===== config.mk =====
export PLATFORM = sky130hd
export DESIGN_NAME = snitch_icache_lookup_arbiter
export DESIGN_NICKNAME = d
export VERILOG_FILES = /design/src/rtl/snitch_icache_lookup_arbiter.sv
export SDC_FILE = /design/constraint.sdc
export NUM_CORES = 1
export LEC_CHECK = 0
export ABC_AREA = 1
export CORE_AREA = 2 2 263 265
export CTS_CLUSTER_DIAMETER = 200
export DETAILED_ROUTE_END_ITERATION = 10
export DIE_AREA = 0 0 265 267
export PLACE_DENSITY = 0.3
export SLEW_MARGIN = 20
export SYNTH_ARGS = -nofsm -noshare
export SYNTH_HDL_FRONTEND = slang
export SYNTH_SLANG_ARGS = --single-unit

===== constraint.sdc =====
create_clock -name clk_i -period 3.7 [get_ports clk_i]
set_clock_uncertainty 0.15 [all_clocks]
set_input_delay 0.74 -clock clk_i [delete_from_list [all_inputs] [get_ports clk_i]]
set_output_delay 0.74 -clock clk_i [all_outputs]
set_load 0.02 [all_outputs]

===== src/rtl/snitch_icache_lookup_arbiter.sv =====
// snitch_icache_lookup_arbiter: round-robin share of the serial L1 lookup port with flush sequencing.
// Define SNITCH_ICACHE_ARB_STATS_EN to build the per-port grant counters.
module snitch_icache_lookup_arbiter #(
    parameter int NR_PORTS        = 4,
    parameter int FETCH_AW        = 32,
    parameter int ID_WIDTH        = 4,
    parameter int LINE_WIDTH      = 128,
    parameter int MAX_OUTSTANDING = 4,
    localparam int PW  = $clog2(NR_PORTS),
    localparam int LID = ID_WIDTH + PW,
    localparam int CW  = $clog2(MAX_OUTSTANDING + 1)
) (
    input  logic                         clk_i,
    input  logic                         rst_ni,
    input  logic [NR_PORTS*FETCH_AW-1:0] req_addr_i,
    input  logic [NR_PORTS*ID_WIDTH-1:0] req_id_i,
    input  logic [NR_PORTS-1:0]          req_valid_i,
    output logic [NR_PORTS-1:0]          req_ready_o,
    output logic [LINE_WIDTH-1:0]        rsp_data_o,
    output logic [FETCH_AW-1:0]          rsp_addr_o,
    output logic [ID_WIDTH-1:0]          rsp_id_o,
    output logic                         rsp_hit_o,
    output logic                         rsp_error_o,
    output logic [NR_PORTS-1:0]          rsp_valid_o,
    input  logic [NR_PORTS-1:0]          rsp_ready_i,
    input  logic                         flush_valid_i,
    output logic                         flush_ready_o,
    output logic [FETCH_AW-1:0]          lkp_addr_o,
    output logic [LID-1:0]               lkp_id_o,
    output logic                         lkp_valid_o,
    input  logic                         lkp_ready_i,
    input  logic [FETCH_AW-1:0]          lkp_out_addr_i,
    input  logic [LID-1:0]               lkp_out_id_i,
    input  logic                         lkp_out_hit_i,
    input  logic [LINE_WIDTH-1:0]        lkp_out_data_i,
    input  logic                         lkp_out_error_i,
    input  logic                         lkp_out_valid_i,
    output logic                         lkp_out_ready_o,
    output logic                         lkp_flush_valid_o,
    input  logic                         lkp_flush_ready_i,
    output logic [NR_PORTS*32-1:0]       stats_grants_o
);
    typedef enum logic [1:0] {IDLE, DRAIN, FLUSH} state_e;
    state_e                state;
    logic                  locked, issue_en, hs_in, hs_out, p_ok;
    logic [PW-1:0]         ptr, lock_g, rr_g, g, off, p;
    logic [PW:0]           sum;
    logic [2*NR_PORTS-1:0] dbl;
    logic [CW-1:0]         cnt, cnt_d;

    // Rotate the valids so bit 0 is the pointer position, then take the first set bit.
    assign dbl = {req_valid_i, req_valid_i} >> ptr;
    always_comb begin
        off = '0;
        for (int i = NR_PORTS - 1; i >= 0; i--) if (dbl[i]) off = PW'(i);
    end
    assign sum  = {1'b0, ptr} + {1'b0, off};
    assign rr_g = (sum >= (PW+1)'(NR_PORTS)) ? PW'(sum - (PW+1)'(NR_PORTS)) : sum[PW-1:0];
    assign g    = locked ? lock_g : rr_g;

    // A pending flush wins over an unlocked request in the same cycle.
    assign issue_en    = ((state == IDLE && !flush_valid_i) || locked) && (cnt < CW'(MAX_OUTSTANDING));
    assign lkp_valid_o = issue_en && |req_valid_i;
    assign req_ready_o = (lkp_ready_i && issue_en) ? NR_PORTS'(1) << g : '0;
    assign lkp_addr_o  = req_addr_i[g*FETCH_AW +: FETCH_AW];
    assign lkp_id_o    = {g, req_id_i[g*ID_WIDTH +: ID_WIDTH]};
    assign hs_in       = lkp_valid_o && lkp_ready_i;

    assign p               = lkp_out_id_i[LID-1 -: PW];
    assign p_ok            = int'(p) < NR_PORTS;
    assign rsp_valid_o     = (p_ok && lkp_out_valid_i) ? NR_PORTS'(1) << p : '0;
    assign lkp_out_ready_o = p_ok ? rsp_ready_i[p] : 1'b1;
    assign rsp_data_o      = lkp_out_data_i;
    assign rsp_addr_o      = lkp_out_addr_i;
    assign rsp_hit_o       = lkp_out_hit_i;
    assign rsp_error_o     = lkp_out_error_i;
    assign rsp_id_o        = lkp_out_id_i[ID_WIDTH-1:0];
    assign hs_out          = lkp_out_valid_i && lkp_out_ready_o;

    assign cnt_d             = cnt + CW'(hs_in) - CW'(hs_out);
    assign lkp_flush_valid_o = state == FLUSH;
    assign flush_ready_o     = state == FLUSH && lkp_flush_ready_i;

    always_ff @(posedge clk_i or negedge rst_ni) begin
        if (!rst_ni) begin
            state  <= IDLE;
            cnt    <= '0;
            ptr    <= '0;
            locked <= 1'b0;
            lock_g <= '0;
        end else begin
            cnt    <= cnt_d;
            locked <= lkp_valid_o && !lkp_ready_i;
            lock_g <= g;
            if (hs_in) ptr <= (g == PW'(NR_PORTS - 1)) ? '0 : g + 1'b1;
            case (state)
                IDLE:    if (flush_valid_i) state <= DRAIN;
                DRAIN:   if (!(lkp_valid_o && !lkp_ready_i) && cnt_d == '0) state <= FLUSH;
                FLUSH:   if (lkp_flush_ready_i) state <= IDLE;
                default: state <= IDLE;
            endcase
        end
    end

`ifndef SYNTHESIS
    always_ff @(posedge clk_i) begin
        if (rst_ni) begin
            assert (!(hs_in && !hs_out && cnt == CW'(MAX_OUTSTANDING)));
            assert (!(hs_out && !hs_in && cnt == '0));
            assert (!(lkp_out_valid_i && !p_ok));
        end
    end
`endif

`ifdef SNITCH_ICACHE_ARB_STATS_EN
    logic [31:0] grants [NR_PORTS];
    always_ff @(posedge clk_i or negedge rst_ni) begin
        if (!rst_ni) begin
            for (int i = 0; i < NR_PORTS; i++) grants[i] <= '0;
        end else if (hs_in && grants[g] != '1) begin
            grants[g] <= grants[g] + 32'd1;
        end
    end
    for (genvar k = 0; k < NR_PORTS; k++) begin : g_stats
        assign stats_grants_o[k*32 +: 32] = grants[k];
    end
`else
    assign stats_grants_o = '0;
`endif
endmodule

Word level (Yosys, flattened, before mapping):

Index checks and enable logic that the tools add are counted.

* register bits: 10
* output and inout bits: 344
* bits of input ports: 326

* equality and inequality tests: 6
* shifts and indexed selects: 5
* reductions and logical operators: 17
* multiplexer cells: 15
* add/sub/neg operators: 5
* $lt $le $gt $ge: 3

Operators by type and width (count)
* 128-bit by 8-bit indexed part select with 32-bit output: 1
* 2-bit two-way mux: 10
* 16-bit by 5-bit indexed part select with 4-bit output: 1
* 1-bit logical AND: 9
* 4-bit two-way mux: 2
* 1-bit by 2-bit left shift with 4-bit output (first input constant): 2
* 8-bit by 2-bit >> shifter with 4-bit output: 1
* 2-bit case mux with 3 select lines: 1
* 2-bit equality test (second input constant): 2
* 2-bit != test (second input constant): 2
* 4-bit OR reduction: 1
* 2-bit by 2-bit adder with 3-bit output: 1
* 3-bit by 1-bit adder with 3-bit output: 1
* 3-bit greater-or-equal comparator (second input constant): 1
* 1-bit logical NOT: 3
* 3-bit logical NOT: 1
* 2-bit by 3-bit less-than comparator with 1-bit output (second input constant): 1
* 3-bit less-than comparator (second input constant): 1
* 3-bit AND reduction: 1
* 3-bit by 1-bit subtractor with 3-bit output: 1
* 2-bit by 1-bit adder with 2-bit output (second input constant): 1
* 1-bit binary-select mux with 2-bit select: 1
* 2-bit by 1-bit equality test with 1-bit output (second input constant): 1
* 2-bit logical NOT: 1
* 4 further kinds: 4

Depth between registers and ports, before layout:

Gate-level depths: netlist (run 1).

* word-level depth: 12
* mapped depth: 18
* mapped depth without buffers: 17

Least setup slack after synthesis (run 1):

Ideal clock, no wire load.

* path kind: input to output
* start point: input port req_valid_i[1]
* end point: output port req_ready_o[3]
* path buffers: 1
* data required time: 2.810 ns
* stages: 17
* slack: 0.096 ns
* arrival time: 2.714 ns
* cell sequence: nand2_1 -> nand3_1 -> nand2_1 -> nand3_1 -> a21boi_0 -> ha_1 -> xor2_1 -> inv_1 -> nand2_1 -> nand2_1 -> nand2_4 -> nand2_2 -> buf_2 -> inv_1 -> ha_1 -> inv_1 -> nor2_1

* word-level cells in the longest chain between the ends: 11
* elaborated cells on any way between the ends: 12
* those cells by class: add/sub (2); order compare (1); shift (2); mux (7)

RTL lines
* start, declared: line 17 `input logic [NR_PORTS-1:0] req_valid_i,`
* 8-bit by 2-bit >> shifter with 4-bit output *: line 52 `assign dbl = {req_valid_i, req_valid_i} >> ptr;`
* 2-bit two-way mux (3 in series): line 55 `for (int i = NR_PORTS - 1; i >= 0; i--) if (dbl[i]) off = PW'(i);`
* 2-bit two-way mux *: line 55
* 2-bit by 2-bit adder with 3-bit output *: line 57 `assign sum = {1'b0, ptr} + {1'b0, off};`
* 3-bit greater-or-equal comparator or 2-bit by 1-bit subtractor with 2-bit output (tied branches): line 58 `assign rr_g = (sum >= (PW+1)'(NR_PORTS)) ? PW'(sum - (PW+1)'(NR_PORTS)) : sum[PW-1:0];`
* 2-bit two-way mux *: line 58
* 2-bit two-way mux *: line 59 `assign g = locked ? lock_g : rr_g;`
* via lkp_id_o[5]: line 29 `output logic [LID-1:0] lkp_id_o,`
* 1-bit by 2-bit left shift with 4-bit output *: line 64 `assign req_ready_o = (lkp_ready_i && issue_en) ? NR_PORTS'(1) << g : '0;`
* 4-bit two-way mux *: line 64
* end, declared: line 18 `output logic [NR_PORTS-1:0] req_ready_o,`

Mark *: on every way through the listed nets, which the timed path passes. The rest lies on a longest branch.

Worst setup path in the final report (run 1):

* start point: input port req_valid_i[1]
* end point: output port lkp_addr_o[22]

* word-level cells in the longest chain between the ends: 10
* elaborated cells on any way between the ends: 11
* those cells by class: add/sub (2); order compare (1); shift (2); mux (6)

RTL lines
* 8-bit by 2-bit >> shifter with 4-bit output *: line 52
* 2-bit two-way mux (3 in series): line 55
* 2-bit two-way mux *: line 55
* 2-bit by 2-bit adder with 3-bit output *: line 57
* 3-bit greater-or-equal comparator or 2-bit by 1-bit subtractor with 2-bit output (tied branches): line 58
* 2-bit two-way mux *: line 58
* 2-bit two-way mux *: line 59
* 128-bit by 8-bit indexed part select with 32-bit output *: line 65 `assign lkp_addr_o = req_addr_i[g*FETCH_AW +: FETCH_AW];`
* end, declared: line 28 `output logic [FETCH_AW-1:0] lkp_addr_o,`

Mark *: on every way between the ends. The rest lies on a longest branch, timed or not.

==> results of run 1 <==
power groups by stage:
stage | combinational, W | sequential, W | clock [W]
after floorplan | 0.00391 | 0.000196 | 0
after global placement | 0.00728 | 0.000201 | 0
after detailed placement | 0.00719 | 0.000202 | 0
after CTS | 0.00877 | 0.000204 | 0.000195
after global routing | 0.00955 | 0.000218 | 0.000200
final | 0.00864 | 0.000210 | 0.000189
final cells by class:
class                   instances  area (um2)  area share, %
flip-flops and latches         10         251           3.81
clock buffers                   3        75.1           1.14
multi-input cells             535        2430           36.9
well taps                     882        1100           16.7
repair buffers                249        2630           39.8
inverters                      23         104           1.57
kinds of logic (layout without fill, tap and decap cells):
logic type               Yosys count  after routing  share of synthesized area, %
AND/OR/NAND/NOR                  388            388                          35.1
buffers and inverters            343            275                          55.1
flip-flops                        10             10                          5.69
adder cells (fa/ha/maj)            8              8                          2.45
AO/OA/AOI/OAI                      8              8                          1.02
XOR/XNOR                           3              3                         0.598
other                              1            128                        0.0853
routing by layer:
metal  up-vias  GRT usage [%]
li1       2011              -
met1      1809           6.56
met2       316           10.5
met3        78           1.91
met4         0           3.21
met5         -              0
synth_stat cells:
library cell and instances:
a21boi_0 1, a21oi_1 1, a31oi_1 2, buf_1 5
buf_2 6, buf_4 294, buf_6 3, clkbuf_1 12
conb_1 1, dfrtp_1 10, fa_1 1, ha_1 7
inv_1 20, inv_2 3, nand2_1 319, nand2_2 1
nand2_4 1, nand3_1 50, nor2_1 9, nor3_1 6
nor3b_1 1, o21ai_0 4, or2_2 1, xnor2_1 2
xor2_1 1
worst max-delay path by stage:
stage / start / endpoint / slack [ps] / cells after the start
3_3_place_gp: req_valid_i[1] / lkp_addr_o[7] / -1140 / 16
2_1_floorplan: req_valid_i[1] / req_ready_o[3] / 100 / 17
4_1_cts: req_valid_i[1] / lkp_addr_o[12] / 3 / 18
5_1_grt: ptr[0] / lkp_addr_o[18] / -6 / 18
3_5_place_dp: req_valid_i[1] / lkp_addr_o[16] / -1080 / 16
6_report: req_valid_i[1] / lkp_addr_o[22] / 110 / 16
worst max-delay path, cell delays in order:
cell,delay [ps]
buf_4,130
nand2_1,100
nand3_1,110
nand2_2,110
a21boi_4,70
ha_4,270
nand2_2,60
nand2_4,140
clkinv_8,110
buf_4,150
bufbuf_16,270
nand2_2,80
nand2_1,90
nand2_4,70
nand2_2,50
buf_12,130
state kept, by name, summed over array words and instances, names as in the netlist:
name	flops
cnt	3
lock_g	2
ptr	2
state	2
locked	1
through the flow:
stage | total power [W] | cell area, um2 | worst slack, ps
4_1_cts | 0.00917 | 6430 | 2.84
6_report | 0.00904 | 6600 | 110
3_3_place_gp | 0.00748 | 5990 | -1140
3_5_place_dp | 0.00739 | 5990 | -1080
5_1_grt | 0.00996 | 6600 | -6.27
2_1_floorplan | 0.00411 | 4870 | 96.2
what timing repair did:
| item | 4_1_cts | 5_1_grt |
|---|---|---|
| setup buffers | 12 | 0 |
| gates cloned | 6 | 0 |
| pin swaps | 18 | 10 |
| resized for setup | 235 | 49 |
| setup endpoints to repair | 42 | 42 |
==> flow_metrics.py, run 1 <==
metrics = {
    "timing": {
        "finalCritPeriodShare_pct": 97.0,
        "hold_viol_final": 0,
        "timing.final.crit_period_ps": 3590,
        "finalSetupTns_ps": 0,
        "setup_violations": 0,
        "max_freq_ghz": 0.279,
        "slew_violations": 0,
        "whs_ps": 378,
    },
    "final_layout": {
        "final_cell_mix": "nand2_1 (283), clkdlybuf4s50_1 (164), conb_1 (128), nand3_1 (40), nand2_2 (29)",
        "synthToLayoutAreaGrowth_pct": 50.0,
        "final_nets": 1156,
        "antenna-diode-count": 0,
        "layout-drive-gt1-share_pct": 17.9,
        "fillCellCount": 8014,
        "instances_no_fill": 1702,
        "final_common_cell": "nand2_1",
        "postLayoutCoreUtil_pct": 9.70,
    },
    "drt": {
        "dr.max_layer_used": "met4",
        "dr_wl_met3_mm": 2.24,
        "drt_iter0_markers": 115,
        "drc": 0,
        "vias_per_cell": 2.48,
        "drt_pass1_iterations": 4,
        "wirelength_met1_mm": 8.66,
        "antenna_left": 0,
        "wl_per_cell_um": 13.7,
        "vias": 4214,
        "wl_met2_mm": 11.2,
        "finalWirelength_mm": 23.3,
    },
    "die": {
        "num_io_pins": 670,
        "die_x_um": 265,
        "die_y_um": 267,
        "start_util_pct": 6.47,
        "die-area_mm2": 0.0708,
        "core_area_mm2": 0.0680,
        "rows": 96,
    },
    "power": {
        "power.internal_w": 0.00388,
        "power.density_mw_per_mm2": 1370,
        "p_switching_w": 0.00515,
        "swShare_pct": 57.0,
        "pwr-share-clk_pct": 2.1,
        "pwr-share-seq_pct": 2.3,
        "pwr-share-comb_pct": 95.6,
        "peakVddDrop_v": 0.000591,
        "leakage_nw": 3.09,
    },
    "worst_setup_path": {
        "ff2ff_setup_slack_ps": 1040,
        "required_ps": 2810,
        "ff2ff_path_depth": 16,
        "regToRegStartpoint": "ptr[0]",
        "endpoint_kind": "primary output",
        "cp.arrival_ps": 2700,
        "criticalPathCategory": "in -> out",
        "cp_max_fo": 10,
        "startpoint_type": "input port",
        "reg2reg_to": "ptr[1]",
    },
    "synth": {
        "netlist_area_mm2": 0.00440,
        "ys_seq_elements": 10,
        "yosys.cell_types.count": 25,
        "synthCells": 761,
        "yosysTopAreaCell": "buf_4",
        "yosysSeqAreaShare_pct": 5.69,
        "synth_top_area_share_pct": 50.2,
        "ys.warnings.count": 0,
        "yosys-top-cells-area": "buf_4 (50%), nand2_1 (27%), dfrtp_1 (5.7%)",
        "synth_area_per_cell_um2": 5.78,
    },
    "global_routing": {
        "antenna_found_initial": 0,
        "grt_pass1_vias": 4263,
        "track_usage_pct": 6.04,
        "grt.overflow.total": 0,
        "grt_max_degree": 36,
        "grt_first_pass_wirelength_mm": 30.3,
    },
    "cts": {
        "cts_root_buf": "clkbuf_16",
        "tritoncts": "done",
        "postCtsHoldBufs": 0,
        "cts_buffers": 3,
        "clkTransAtPathRegs_ps": 40,
        "clock_sinks": 10,
        "cts_buffer_depth": 2,
        "htreeDepth": 1,
        "clock_latency_ps": 230,
    },
    "run": {
        "max-cap-violations": 0,
    },
    "place": {
        "hpwl_mm": 17.3,
        "place_congestion": 0.675,
        "io_buffers": 209,
        "dp.cells": 1682,
    },
    "hold_path": {
        "min_delay_worst_endpoint": "state[0]",
        "hold_path_class": "reg -> reg",
        "hold_start": "state[1]",
        "hold_depth": 3,
    },
    "run_status": {
        "status": "finished clean",
    },
}
Power figures use the tool's default switching activity.
==> inputs of run 2 (changes only) <==
--- a/config.mk
+++ b/config.mk
@@ -6,6 +6,7 @@
 export NUM_CORES = 1
 export LEC_CHECK = 0
 export ABC_AREA = 1
+export ABC_CLOCK_PERIOD_IN_PS = 3700
 export CORE_AREA = 2 2 263 265
 export CTS_CLUSTER_DIAMETER = 200
 export DETAILED_ROUTE_END_ITERATION = 10
@@ -15,3 +16,4 @@
 export SYNTH_ARGS = -nofsm -noshare
 export SYNTH_HDL_FRONTEND = slang
 export SYNTH_SLANG_ARGS = --single-unit
+export TNS_END_PERCENT = 10
==> flow_metrics.py, run 2 (same netlist as run 1, synthesis figures left out) <==
metrics = {
    "die": {
        "core_area_mm2": 0.0680,
        "num_io_pins": 670,
        "die_y_um": 267,
        "start_util_pct": 6.47,
        "die_x_um": 265,
        "rows": 96,
        "die-area_mm2": 0.0708,
    },
    "cts": {
        "clock_sinks": 10,
        "clock_latency_ps": 230,
        "tritoncts": "done",
        "cts_buffer_depth": 2,
        "clkTransAtPathRegs_ps": 40,
        "htreeDepth": 1,
        "cts_buffers": 3,
        "cts_root_buf": "clkbuf_16",
    },
    "worst_setup_path": {
        "ff2ff_setup_slack_ps": 1040,
        "criticalPathCategory": "in -> out",
        "crit_start": "req_valid_i[1]",
        "ff2ff_path_depth": 16,
        "reg2reg_to": "ptr[1]",
        "startpoint_type": "input port",
        "cp.arrival_ps": 2690,
        "cp_max_fo": 10,
        "required_ps": 2810,
        "regToRegStartpoint": "ptr[0]",
        "critPathCapture": "lkp_addr_o[22]",
        "endpoint_kind": "primary output",
    },
    "place": {
        "dp_slack_ps": -1080,
        "hpwl_mm": 17.3,
        "place_congestion": 0.675,
        "io_buffers": 209,
    },
    "final_layout": {
        "largest_register_ffs": 3,
        "multi_input_area_mm2": 0.00242,
        "fillCellCount": 8015,
        "postLayoutCoreUtil_pct": 9.70,
        "final_cell_mix": "nand2_1 (285), clkdlybuf4s50_1 (164), conb_1 (128), nand3_1 (40), nand2_2 (27)",
        "largest-register": "cnt",
        "final_nets": 1156,
        "layout-drive-gt1-share_pct": 17.7,
        "final_common_cell": "nand2_1",
        "ff_latch_area_um2": 251,
        "antenna-diode-count": 0,
        "synthToLayoutAreaGrowth_pct": 50.0,
    },
    "global_routing": {
        "antenna_found_initial": 0,
        "grt_first_pass_wirelength_mm": 30.3,
        "grt_max_degree": 36,
        "grt_pass1_vias": 4263,
        "grt.overflow.total": 0,
        "track_usage_pct": 6.04,
    },
    "timing": {
        "hold_viol_final": 0,
        "slew_violations": 0,
        "max_freq_ghz": 0.280,
        "rsz0062_at_grt": "true",
        "setup_ws_ps": 122,
        "setup_violations": 0,
        "timing.final.crit_period_ps": 3580,
        "finalCritPeriodShare_pct": 96.7,
    },
    "hold_path": {
        "hold_path_class": "reg -> reg",
        "hold_start": "state[1]",
    },
    "run": {
        "max-cap-violations": 0,
    },
    "drt": {
        "vias_per_cell": 2.47,
        "finalWirelength_mm": 23.3,
        "drt_pass1_iterations": 4,
        "drc": 0,
        "drt_iter0_markers": 104,
        "wl_per_cell_um": 13.7,
        "vias": 4211,
        "antenna_left": 0,
    },
    "power": {
        "power.density_mw_per_mm2": 1380,
        "leakage_nw": 3.08,
        "peakVddDrop_v": 0.000591,
    },
    "run_status": {
        "status": "finished clean",
    },
}
## run 2: cell counts in the layout (fill, tap and decap cells not counted)
No cell type changed its count.
## run 2: routing by layer
metal  vias to the layer above  GRT usage [%]  wire length (um)
met3                        78           1.91              2250
li1                       2010              -                 -
met2                       318           10.5             11200
met1                      1805           6.56              8640
met5                         -              0                 0
met4                         0           3.21              1230
## run 2: final cells by class
cell class | instances | share of cell area (%)
Clock buffer | 3 | 1.14
Timing Repair Buffer | 249 | 40.0
Multi-Input combinational cell | 535 | 36.7
Inverter | 23 | 1.57
Sequential cell | 10 | 3.81
Tap cell | 882 | 16.7
## run 2: where the power goes
| part | total (W) | internal (W) | switching (W) |
|---|---|---|---|
| clock network | 0.000189 | 0.000140 | 0.0000490 |
| registers | 0.000210 | 0.000163 | 0.0000467 |
| logic | 0.00867 | 0.00361 | 0.00506 |
## run 2: critical path, cell delays in order
cell	delay [ps]
buf_4	130
nand2_1	100
nand3_1	90
nand2_1	110
a21boi_2	80
ha_4	270
nand2_2	60
nand2_4	140
clkinv_8	110
buf_4	150
bufbuf_16	270
nand2_2	80
nand2_1	90
nand2_4	80
nand2_4	50
buf_12	130
## run 2: worst min path at each step
stage / to / cells after the start / slack (ps)
final: state[0] / 3 / 380
after detailed placement: state[0] / 3 / 380
after global routing: state[0] / 3 / 440
after global placement: state[0] / 3 / 390
after floorplan: cnt[0] / 0 / 290
after CTS: state[0] / 3 / 380
## run 2: timing repair
action,4_1_cts,5_1_grt
endpoints found under the setup margin,42,42
gates cloned,6,0
hold buffers,0,0
gates resized for setup,235,49
pin swaps,18,13
setup buffers,12,0
## run 2: metrics by stage
stage	instances	TNS, ps	cell area (um2)	hold WS, ps	power, W
after detailed placement	1682	-36400	5990	379	0.00739
after global routing	1702	-184	6590	443	0.0100
after global placement	1682	-37260	5990	386	0.00748
after floorplan	888	0	4870	294	0.00411
after CTS	1702	0	6430	384	0.00917
final	1702	0	6590	378	0.00907
==> inputs of run 3 (changes only) <==
--- a/config.mk
+++ b/config.mk
@@ -7,11 +7,13 @@
 export LEC_CHECK = 0
 export ABC_AREA = 1
 export ABC_CLOCK_PERIOD_IN_PS = 3700
-export CORE_AREA = 2 2 263 265
+export CELL_PAD_IN_SITES_DETAIL_PLACEMENT = 1
+export CELL_PAD_IN_SITES_GLOBAL_PLACEMENT = 1
+export CORE_AREA = 2 2 258 260
 export CTS_CLUSTER_DIAMETER = 200
 export DETAILED_ROUTE_END_ITERATION = 10
-export DIE_AREA = 0 0 265 267
-export PLACE_DENSITY = 0.3
+export DIE_AREA = 0 0 260 262
+export PLACE_DENSITY = 0.47
 export SLEW_MARGIN = 20
 export SYNTH_ARGS = -nofsm -noshare
 export SYNTH_HDL_FRONTEND = slang
==> flow_metrics.py, run 3 (same netlist as run 1, synthesis figures left out) <==
metrics = {
    "hold_path": {
        "hold_depth": 3,
        "hold_path_class": "reg -> reg",
    },
    "power": {
        "pwr-share-clk_pct": 2.1,
        "total_power_w": 0.00905,
        "peakVddDrop_v": 0.000467,
        "leakage_nw": 3.12,
        "power.density_mw_per_mm2": 1370,
        "pwr-share-seq_pct": 2.3,
        "swShare_pct": 56.6,
        "p_switching_w": 0.00513,
        "power.internal_w": 0.00392,
        "pwr-share-comb_pct": 95.6,
    },
    "run": {
        "max-cap-violations": 0,
    },
    "final_layout": {
        "antenna-diode-count": 0,
        "synthToLayoutAreaGrowth_pct": 49.8,
        "largest-register": "cnt",
        "layout-drive-gt1-share_pct": 17.5,
        "final_common_cell": "nand2_1",
        "postLayoutCoreUtil_pct": 10.1,
        "final_nets": 1158,
        "final_cell_mix": "nand2_1 (287), clkdlybuf4s50_1 (163), conb_1 (128), nand3_1 (41), nand2_2 (28)",
        "largest_register_ffs": 3,
    },
    "global_routing": {
        "grt.overflow.total": 0,
        "antenna_found_initial": 1,
        "track_usage_pct": 6.84,
        "grt_pass1_vias": 4397,
        "grt_first_pass_wirelength_mm": 32.3,
        "grt_max_degree": 26,
    },
    "die": {
        "core_area_mm2": 0.0653,
        "die_x_um": 260,
        "rows": 94,
        "die-area_mm2": 0.0681,
        "die_y_um": 262,
        "start_util_pct": 6.74,
        "num_io_pins": 670,
    },
    "timing": {
        "hold_viol_final": 0,
        "rsz0062_at_grt": "true",
        "timing.final.crit_period_ps": 3690,
        "slew_violations": 0,
        "whs_ps": 399,
        "max_freq_ghz": 0.271,
        "setup_violations": 0,
        "finalCritPeriodShare_pct": 99.7,
    },
    "place": {
        "place_congestion": 0.666,
        "hpwl_mm": 19.1,
        "io_buffers": 209,
    },
    "cts": {
        "htreeDepth": 1,
        "tritoncts": "done",
        "cts_root_buf": "clkbuf_16",
        "cts_buffers": 3,
        "clkTransAtPathRegs_ps": 40,
        "cts_buffer_depth": 2,
        "clock_latency_ps": 230,
        "clock_sinks": 10,
    },
    "worst_setup_path": {
        "startpoint_type": "input port",
        "criticalPathCategory": "in -> out",
        "ff2ff_path_depth": 14,
        "endpoint_kind": "primary output",
        "cp.arrival_ps": 2800,
        "cp_max_fo": 5,
        "required_ps": 2810,
    },
    "drt": {
        "drt_pass1_iterations": 4,
        "vias": 4347,
        "drc": 0,
        "finalWirelength_mm": 25.3,
        "wl_per_cell_um": 15.0,
        "antenna_left": 0,
        "vias_per_cell": 2.58,
        "drt_iter0_markers": 87,
    },
    "run_status": {
        "status": "finished clean",
    },
}
[run 3: power by group through the flow]
stage / Clock [W] / Sequential [W] / Combinational, W
floorplan: 0 / 0.000196 / 0.00391
global placement: 0 / 0.000202 / 0.00713
detailed placement: 0 / 0.000204 / 0.00716
CTS: 0.000193 / 0.000208 / 0.00866
global route: 0.000197 / 0.000218 / 0.00962
finish: 0.000187 / 0.000209 / 0.00865
[run 3: layout make-up]
type	count	area, um2
Timing Repair Buffer	251	2680
Multi-Input combinational cell	535	2400
Clock buffer	3	75.1
Fill cell	7963	58700
Sequential cell	10	251
Inverter	23	93.8
Tap cell	864	1080
[run 3: worst paths after layout]
check                                     from             end  slack, ps
worst max-delay path            req_valid_i[0]  req_ready_o[0]         10
worst min-delay path                  state[1]        state[0]        400
worst max register to register        state[0]        state[1]       1000
max in group asynchronous               rst_ni          ptr[0]       2370
min in group asynchronous               rst_ni        state[0]        680
worst min register to register        state[1]        state[0]        400
[run 3: routing by layer]
layer / vias up / global-route usage, % / share of wire [%]
met5: - / 0 / 0.032
met4: 2 / 3.70 / 5.6
met3: 95 / 2.39 / 11
met2: 337 / 11.7 / 47
met1: 1903 / 7.42 / 36
li1: 2010 / - / -
[run 3: critical path, stage by stage]
cell,delay [ps]
buf_8,100
nand2_4,60
nand3_2,80
nand2_2,90
nand3_2,50
a21boi_1,120
buf_4,140
ha_4,130
xor2_2,150
nand3_1,110
nand2_2,130
nand2_8,120
nand2_8,120
buf_12,130
buf_16,140
ha_4,130
inv_2,30
nor2_2,80
buf_6,120
[run 3: stage by stage]
stage | setup TNS (ps) | std cells | setup slack [ps] | instance area (um2)
floorplan | 0 | 888 | 96.2 | 4870
global placement | -35650 | 1667 | -1020 | 5970
detailed placement | -35090 | 1667 | -968 | 5970
CTS | -522 | 1683 | -78.6 | 6410
global route | -784 | 1686 | -122 | 6590
finish | 0 | 1686 | 12.5 | 6590
[run 3: what timing repair did]
item,4_1_cts,5_1_grt
pin swaps,15,12
cloned,8,0
hold buffers,0,0
buffers inserted,5,3
setup endpoints to repair,42,42
resized for setup,209,71
